### src/rtl/time_of_day_counter.sv
// BCD hours:minutes:seconds time-of-day counter advanced by rising edges of a 1 Hz tick,
// with validated synchronous time-set, optional 12-hour display and second/day pulses.
module time_of_day_counter #(
  parameter bit         MODE_12H   = 1'b0,
  parameter logic [7:0] RESET_HOUR = 8'h00
) (
  input  logic       CLOCK_50,
  input  logic       RST,
  input  logic       ENA,
  input  logic       iTICK,
  input  logic       iSET,
  input  logic [7:0] iSET_H,
  input  logic [7:0] iSET_M,
  input  logic [7:0] iSET_S,
  output logic [7:0] oSEC,
  output logic [7:0] oMIN,
  output logic [7:0] oHOUR,
  output logic       oPM,
  output logic       oSEC_PULSE,
  output logic       oDAY_PULSE,
  output logic       oSET_ERR
);

  logic [7:0] sec_q, min_q, hour_q;
  logic       tick_d;
  logic       sec_pulse_q, day_pulse_q, set_err_q;

  logic       rise;
  logic       set_valid;
  logic       sec_wrap, min_wrap, day_wrap;
  logic [7:0] sec_nx, min_nx, hour_nx;
  logic [3:0] hour_mod16, pm_hour;
  logic [7:0] hour_12;

  function automatic logic [7:0] bcd_inc_60(input logic [7:0] v);
    if (v[3:0] != 4'd9) return {v[7:4], v[3:0] + 4'd1};
    if (v[7:4] == 4'd5) return 8'h00;
    return {v[7:4] + 4'd1, 4'd0};
  endfunction

  function automatic logic [7:0] bcd_inc_24(input logic [7:0] v);
    if (v == 8'h23)     return 8'h00;
    if (v[3:0] == 4'd9) return {v[7:4] + 4'd1, 4'd0};
    return {v[7:4], v[3:0] + 4'd1};
  endfunction

  function automatic logic bcd_ok(input logic [7:0] v, input logic [7:0] max_v);
    return (v[7:4] <= 4'd9) && (v[3:0] <= 4'd9) && (v <= max_v);
  endfunction

  always_comb begin
    rise      = iTICK & ~tick_d;
    set_valid = bcd_ok(iSET_H, 8'h23) && bcd_ok(iSET_M, 8'h59) && bcd_ok(iSET_S, 8'h59);
    sec_wrap  = (sec_q == 8'h59);
    min_wrap  = (min_q == 8'h59);
    day_wrap  = sec_wrap && min_wrap && (hour_q == 8'h23);
    sec_nx    = bcd_inc_60(sec_q);
    min_nx    = sec_wrap ? bcd_inc_60(min_q) : min_q;
    hour_nx   = (sec_wrap && min_wrap) ? bcd_inc_24(hour_q) : hour_q;
  end

  // Set has priority over the tick; a tick coinciding with a set is dropped.
  always_ff @(posedge CLOCK_50 or posedge RST) begin
    if (RST) begin
      sec_q       <= 8'h00;
      min_q       <= 8'h00;
      hour_q      <= RESET_HOUR;
      tick_d      <= 1'b0;
      sec_pulse_q <= 1'b0;
      day_pulse_q <= 1'b0;
      set_err_q   <= 1'b0;
    end else begin
      tick_d      <= iTICK;
      sec_pulse_q <= 1'b0;
      day_pulse_q <= 1'b0;
      set_err_q   <= 1'b0;
      if (iSET) begin
        if (set_valid) begin
          sec_q  <= iSET_S;
          min_q  <= iSET_M;
          hour_q <= iSET_H;
        end else begin
          set_err_q <= 1'b1;
        end
      end else if (rise && ENA) begin
        sec_q       <= sec_nx;
        min_q       <= min_nx;
        hour_q      <= hour_nx;
        sec_pulse_q <= 1'b1;
        day_pulse_q <= day_wrap;
      end
    end
  end

  // Binary hour modulo 16 is enough here: hour - 12 always lands in 1..11 for hours 13..23.
  always_comb begin
    hour_mod16 = hour_q[7:4] * 4'd10 + hour_q[3:0];
    pm_hour    = hour_mod16 - 4'd12;
    if (hour_q == 8'h00)       hour_12 = 8'h12;
    else if (hour_q <= 8'h12)  hour_12 = hour_q;
    else if (pm_hour >= 4'd10) hour_12 = {4'h1, pm_hour - 4'd10};
    else                       hour_12 = {4'h0, pm_hour};
  end

  assign oSEC       = sec_q;
  assign oMIN       = min_q;
  assign oHOUR      = MODE_12H ? hour_12 : hour_q;
  assign oPM        = MODE_12H && (hour_q >= 8'h12);
  assign oSEC_PULSE = sec_pulse_q;
  assign oDAY_PULSE = day_pulse_q;
  assign oSET_ERR   = set_err_q;

endmodule

### config.mk
export PLATFORM = sky130hd
export DESIGN_NAME = time_of_day_counter
export DESIGN_NICKNAME = d
export VERILOG_FILES = /design/src/rtl/time_of_day_counter.sv
export SDC_FILE = /design/constraint.sdc
export NUM_CORES = 1
export LEC_CHECK = 0
export CAP_MARGIN = 10
export CELL_PAD_IN_SITES_DETAIL_PLACEMENT = 0
export CELL_PAD_IN_SITES_GLOBAL_PLACEMENT = 2
export CORE_AREA = 5 5 85 87
export CTS_CLUSTER_DIAMETER = 200
export DETAILED_ROUTE_END_ITERATION = 8
export DIE_AREA = 0 0 90 92
export GPL_ROUTABILITY_DRIVEN = 0
export GPL_TIMING_DRIVEN = 0
export HOLD_SLACK_MARGIN = 0.15
export PLACE_DENSITY = 0.93
export SYNTH_ARGS = -nofsm -noshare
export SYNTH_HDL_FRONTEND = slang
export SYNTH_SLANG_ARGS = --single-unit
### constraint.sdc
create_clock -name CLOCK_50 -period 4.05 [get_ports CLOCK_50]
set_input_delay 0.405 -clock CLOCK_50 [delete_from_list [all_inputs] [get_ports CLOCK_50]]
set_output_delay 0.405 -clock CLOCK_50 [all_outputs]
set_load 0.01 [all_outputs]
==> summary.txt, run 1 <==
Place
  • Post-Place Cells: 333
  • Pre-CTS WS: 1.35 ns
  • IO buf count: 54
  • Detail Placement HPWL: ~4100 microns

Yosys
  • Sequential area share after synthesis: 37.5%
  • Post-synth cell types: 67
  • Mapped Nets: between 200 and 250
  • Synthesized area: between 1500 and 2000 sq um
  • Syn avg cell area: 9.25 sq um
  • Yosys warns: 0
  • Register bit total from synthesis: 28
  • Gate Count Post-Synth: 202
  • Top_reg_cell synth: dfrtp_1
  • Ys async rst share: 100%
  • Post-synth EDFFs: 0

Routing
  • DRC: 0
  • Drt first pass iters: 4
  • DRT iter0 DRCs: between 90 and 100
  • Final ANT Viol Nets: 0
  • DR vias: 1845
  • WL per Instance: ~16 microns
  • Final wirelength: 5510 microns
  • Via density: 5.47

Worst setup path
  • Slowest CP cell: clkdlybuf4s50_1
  • Critical path data arrival time: between 2 and 3 ns
  • CP endpoint kind: flip-flop
  • R2R setup slack: 1.99 ns
  • Slowest stage delay, CP: approximately 0.45 ns
  • Crit-path max FO: 10
  • R2R depth: 6
  • Worst path cell trace: clkdlybuf4s50_1 -> nor4_1 -> nand4_1 -> nor3b_2 -> buf_2 -> buf_4 -> nand3b_1 -> o21ai_1
  • Startpoint Class: input pin
  • Critical path class: in2reg
  • Worst path required time: 4.22 ns

Timing
  • Final setup fails: 0
  • Max-slew headroom: about three fifths
  • Worst slew pin tran: 0.623 ns
  • Hold Fails Final Rpt: 0
  • Clock Skew: between 0.002 and 0.0025 ns
  • Fin Hold WS: 0.383 ns
  • Fin Setup TNS: 0 ns
  • RSZ-0062 raised after global routing: no
  • Min Tclk post-route: 2.36 ns
  • FMAX: about 420 MHz
  • Worst Setup Slack, final: 1.69 ns
  • Final worst path period share: 58.2%
  • Final Max Tran Viols: 0

Power and ir drop
  • LEAKAGE: approximately 1.1 nW
  • PD cells: 253 nW/um^2
  • Worst vdd ir: ~0.12 mV

Die
  • Die area: 8280 sq um
  • I/O Pins: 57
  • Initial Util: 29.8%
  • Core area: 6280 sq um
  • FP Rows: 29
  • Die X: roughly 90 microns
  • Die Ht: 92 microns

GRT
  • Vias in the first global route: 1736
  • Gr ovfl total: 0
  • Largest net degree at the start of global routing: 29
  • Overall routing resource usage: 13.5%
  • First-pass GRT wire length: ~9000 microns
  • Initial antenna violation count: 0

Layout
  • Final Util: 41.0%
  • Finished Layout Cells: approximately 340
  • Filler Cell Count: 645
  • Layout cell share with drive strength beyond 1: between 10% and 20%
  • Synth-to-Final Area Change: 37.8%
  • N_diodes: 0
  • Nets: 295

CTS
  • Clk_lat worst skew: 0.28 ns
  • CTS tree: done
  • Clock-pin slew on the worst setup and hold paths: ~0.10 ns
  • CTS Buffer Depth: 2
  • Cell chosen for the clock root: clkbuf_8
  • CTS Sinks: 28
  • Postcts setup bufs: 0
  • # resized after CTS: 0
  • Clock H-tree levels: 1
  • Hold-fix buffers, CTS: 0
  • CTS Buf Count: 3

Flow run
  • Max_cap viols: 0

Worst hold path
  • HP Class: in2async

Run status
  • Outcome: completed
[Yosys cell counts (4+ instances only)]
| master | n | area, sq um |
|---|---|---|
| nor3_1 | 11 | 55.1 |
| o22ai_1 | 4 | 25.0 |
| inv_1 | 10 | 37.5 |
| ha_1 | 4 | 50.1 |
| nand2_1 | 13 | 48.8 |
| a21oi_1 | 13 | 65.1 |
| nor2b_1 | 5 | 31.3 |
| o22a_1 | 4 | 35.0 |
| dfrtp_1 | 28 | 701 |
| o21ai_0 | 10 | 50.1 |
| and3_1 | 4 | 25.0 |
| nand2b_1 | 4 | 25.0 |
| nor2_1 | 9 | 33.8 |
[metrics by stage]
stage	total power, mW	cell area, sq um
2_1_floorplan	0.405	1870
3_3_place_gp	0.496	2500
3_5_place_dp	0.498	2500
5_1_grt	0.686	2570
4_1_cts	0.656	2550
6_report	0.651	2570
[critical path, delay by kind of cell]
| family | cells | cell delay [ns] |
|---|---|---|
| buf+inv | 3 | 0.98 |
| simple gates | 4 | 1.07 |
| compound gates | 1 | 0.06 |
[final cells by class]
| type | instances | area (sq um) | area share (%) |
|---|---|---|---|
| sequential | 28 | 701 | 27.2 |
| tap | 77 | 96.3 | 3.74 |
| buffer | 10 | 63.8 | 2.48 |
| timing repair buffer | 55 | 568 | 22.1 |
| multi-input combinational | 153 | 1060 | 41.3 |
| inverter | 11 | 41.3 | 1.60 |
| clock buffer | 3 | 41.3 | 1.60 |
[placed cells by master (no fill, tap or decap), types with 4 or more instances in the layout]
cell type / count
and3_1: 4
nand2b_1: 4
a21oi_1: 13
ha_1: 4
nand2_1: 13
nor3_1: 11
nor2b_1: 5
dfrtp_1: 28
o21ai_0: 10
nor2_1: 9
o22ai_1: 4
clkdlybuf4s50_1: 54
inv_1: 10
o22a_1: 4
[metal layers]
layer	track usage, %	wire length [microns]	vias up
met5	0	0	-
met4	3.72	59	0
met3	2.86	240	5
met2	20.4	2440	59
met1	19.4	2770	896
li1	-	-	885
[cell families after synthesis]
logic type / count (synthesis) / synth area share, %
fa+ha+maj: 4 / 2.68
compound gates: 63 / 23.5
simple gates: 77 / 25.9
flops: 28 / 37.5
other cells: 1 / 0.201
xor+xnor: 2 / 0.938
buf+inv: 21 / 5.63
mux: 6 / 3.62
[registers in the layout, indices dropped and copies added (netlist names)]
name        count
oSEC            8
oSET_ERR        1
tick_d          1
oMIN            8
oSEC_PULSE      1
oHOUR           8
oDAY_PULSE      1
[path summary, 6_finish.rpt]
path | end | startpoint
max in group asynchronous | oSEC[7] | RST
min in group CLOCK_50 | oSEC[7] | oSEC[7]
max | oSEC[7] | iSET_H[7]
min | oDAY_PULSE | RST
min reg2reg | oSEC[7] | oSEC[7]
max reg2reg | oHOUR[0] | oHOUR[0]
[where the power goes]
group          switching, mW  internal [mW]
sequential            0.0314          0.299
clock                 0.0896         0.0671
combinational         0.0697         0.0944
total                  0.191          0.461
No activity file was read; power rests on OpenSTA's default activity.
==> run 2, diff against run 1 <==
- CORE_AREA: 5 5 85 87 -> 5 5 93 95
- DIE_AREA: 0 0 90 92 -> 0 0 98 100
- PLACE_DENSITY: 0.93 -> 0.83
- clock period: 4.05 -> 2.1 ns (I/O delays scaled with it)
==> run 2 against run 1 <==
- core utilization is 6.5 points lower
- count of clock-buffer cells in the layout is 1 higher
- sequential power is 93% higher
- worst hold slack worse by 0.073 ns
- flip-flop and latch count stayed put
- critical path depth is 2 lower
- worst setup slack worse by 1.6 ns
- die area is 18% higher
- global-route usage is 1.8 points lower
- clock power is 130% higher
- first-iteration DRC count is 3.1% higher
- cell count is 8.3% higher
==> summary.txt, run 2 (synthesis gave the netlist of run 1 again) <==
CTS
  • Hold-fix buffers, CTS: 0
  • Cell chosen for the clock root: clkbuf_8
  • CTS Buf Count: 3
  • CTS tree: done
  • Clk_lat worst skew: roughly 0.28 ns
  • CTS Buffer Depth: 2
  • CTS Sinks: 28
  • Clock H-tree levels: 1
  • Clock-pin slew on the worst setup and hold paths: approximately 0.11 ns

Power and ir drop
  • LEAKAGE: 1.08 nW
  • Flop pwr share: 48.7%
  • Worst vdd ir: 0.211 mV
  • Internal: 925 uW
  • Sw power: 384 uW
  • Clock share of power: a little over a quarter
  • Comb pwr share: 24.2%
  • Sw frac: 29.3%
  • PD cells: 497 nW/um^2

Layout
  • N_diodes: 0
  • Finished Layout Cells: 365
  • Layout cell share with drive strength beyond 1: 12.2%
  • Commonest non-fill, non-tap cell in the layout: clkdlybuf4s50_1
  • Post-route cell area: 2640 sq um
  • Synth-to-Final Area Change: 41.1%
  • Nets: 297
  • Most frequent cells in the layout: clkdlybuf4s50_1 (54), dfrtp_1 (27), nand2_1 (13), a21oi_1 (13), nor3_1 (11)

Timing
  • Worst slew pin tran: 0.634 ns
  • Final Max Tran Viols: 0
  • Max-slew headroom: 57.3%
  • Final worst path period share: approximately 94%
  • Min Tclk post-route: about 2 ns
  • RSZ-0062 raised after global routing: no
  • Clock Skew: ~0.004 ns
  • Final setup fails: 0
  • FMAX: 506 MHz
  • Hold Fails Final Rpt: 0
  • Worst Setup Slack, final: 0.122 ns

Routing
  • M1 WL: 2880 microns
  • Via density: 4.92
  • DRC: 0
  • WL per Instance: 16.0 microns
  • Metal2 WL: 2650 microns
  • Final ANT Viol Nets: 0
  • Routed met3 length: 275 microns
  • Drt first pass iters: 4
  • DR vias: around 1.8k
  • Highest Signal Layer: met4
  • DRT iter0 DRCs: 101
  • Final wirelength: 5840 microns

Die
  • Die area: between 9000 and 10000 sq um
  • FP Rows: 32
  • Die X: 98 microns
  • I/O Pins: 57
  • Die Ht: 100 microns
  • Core area: 7650 sq um
  • Initial Util: 24.4%

Worst setup path
  • RR Endpoint: oHOUR[0]
  • Critical path class: reg2reg
  • R2R depth: 6
  • Startpoint Class: flip-flop
  • Critical path data arrival time: around 2.2 ns
  • R2R setup slack: roughly 0.12 ns
  • Crit-path max FO: 6
  • R2R Path Start: oHOUR[0]
  • Worst path required time: 2.27 ns
  • CP endpoint kind: flip-flop

GRT
  • First-pass GRT wire length: 9220 microns
  • Largest net degree at the start of global routing: 29
  • Gr ovfl total: 0
  • Overall routing resource usage: around an eighth
  • Vias in the first global route: 1793
  • Initial antenna violation count: 0

Place
  • Pre-CTS WS: -0.314 ns
  • Placed Area: 2540 sq um
  • IO buf count: 54
  • Detail Placement HPWL: 4390 microns
  • Post-Place Cells: 358

Flow run
  • Max_cap viols: 0

Run status
  • Outcome: completed

Worst hold path
  • HP Class: in2async
[run 2: cell types whose count changed in the layout (fill, tap and decap cells not counted), sizes merged]
cell | previous run | this run
buf | 8 | 10
clkbuf | 6 | 7
[run 2: critical path: stages (launching register included)]
cell	delay, ns
dfrtp_2	0.42
ha_1	0.19
or4b_1	0.52
o22ai_4	0.21
or2_1	0.18
o21ai_0	0.07
mux2_1	0.27
[run 2: worst max path at each step]
stage | end | from | cells after the start | slack (ns)
after floorplan | oHOUR[0] | oHOUR[0] | 6 | 0.21
after global placement | oHOUR[0] | iSET_H[7] | 7 | -0.25
after detailed placement | oMIN[5] | iSET_H[7] | 8 | -0.31
after CTS | oHOUR[0] | oHOUR[0] | 6 | 0.05
after global routing | oMIN[5] | iSET_H[7] | 8 | 0.008
final | oHOUR[0] | oHOUR[0] | 6 | 0.12
[run 2: metal layers]
| layer | GRT usage [%] | up-vias |
|---|---|---|
| met5 | 0 | - |
| met2 | 18.8 | 48 |
| li1 | - | 879 |
| met3 | 2.36 | 4 |
| met4 | 2.98 | 0 |
| met1 | 16.0 | 865 |
[run 2: area by class of cell]
type,instances,area [sq um]
fillers,783,5010
multi-input cells,153,1070
flip-flops and latches,28,702
repair buffers,57,571
well taps,102,128
plain buffers,10,66.3
clock buffers,4,55.1
inverters,11,41.3
[run 2: metrics by stage]
step                setup TNS, ns  total power [mW]  utilization [%]  hold slack [ns]
CTS                             0              1.32             33.9            0.366
floorplan                       0             0.781                -            0.241
detailed placement          -3.70             0.962             33.2            0.550
global placement            -3.07             0.961             33.2            0.545
finish                          0              1.31             34.5            0.310
global route                    0              1.37             34.5            0.351
[run 2: what timing repair did]
item                                   CTS  global route
buffers inserted                         0             2
setup endpoints to repair                1             4
endpoints found under the hold margin    0             0
pin swaps                                0             1
resized for setup                        1             3
[run 2: power by group through the flow]
stage	Clock, mW	Sequential, mW	Combinational (mW)
finish	0.355	0.638	0.317
global route	0.382	0.645	0.346
CTS	0.367	0.636	0.318
detailed placement	0	0.646	0.316
global placement	0	0.647	0.314
floorplan	0	0.650	0.131
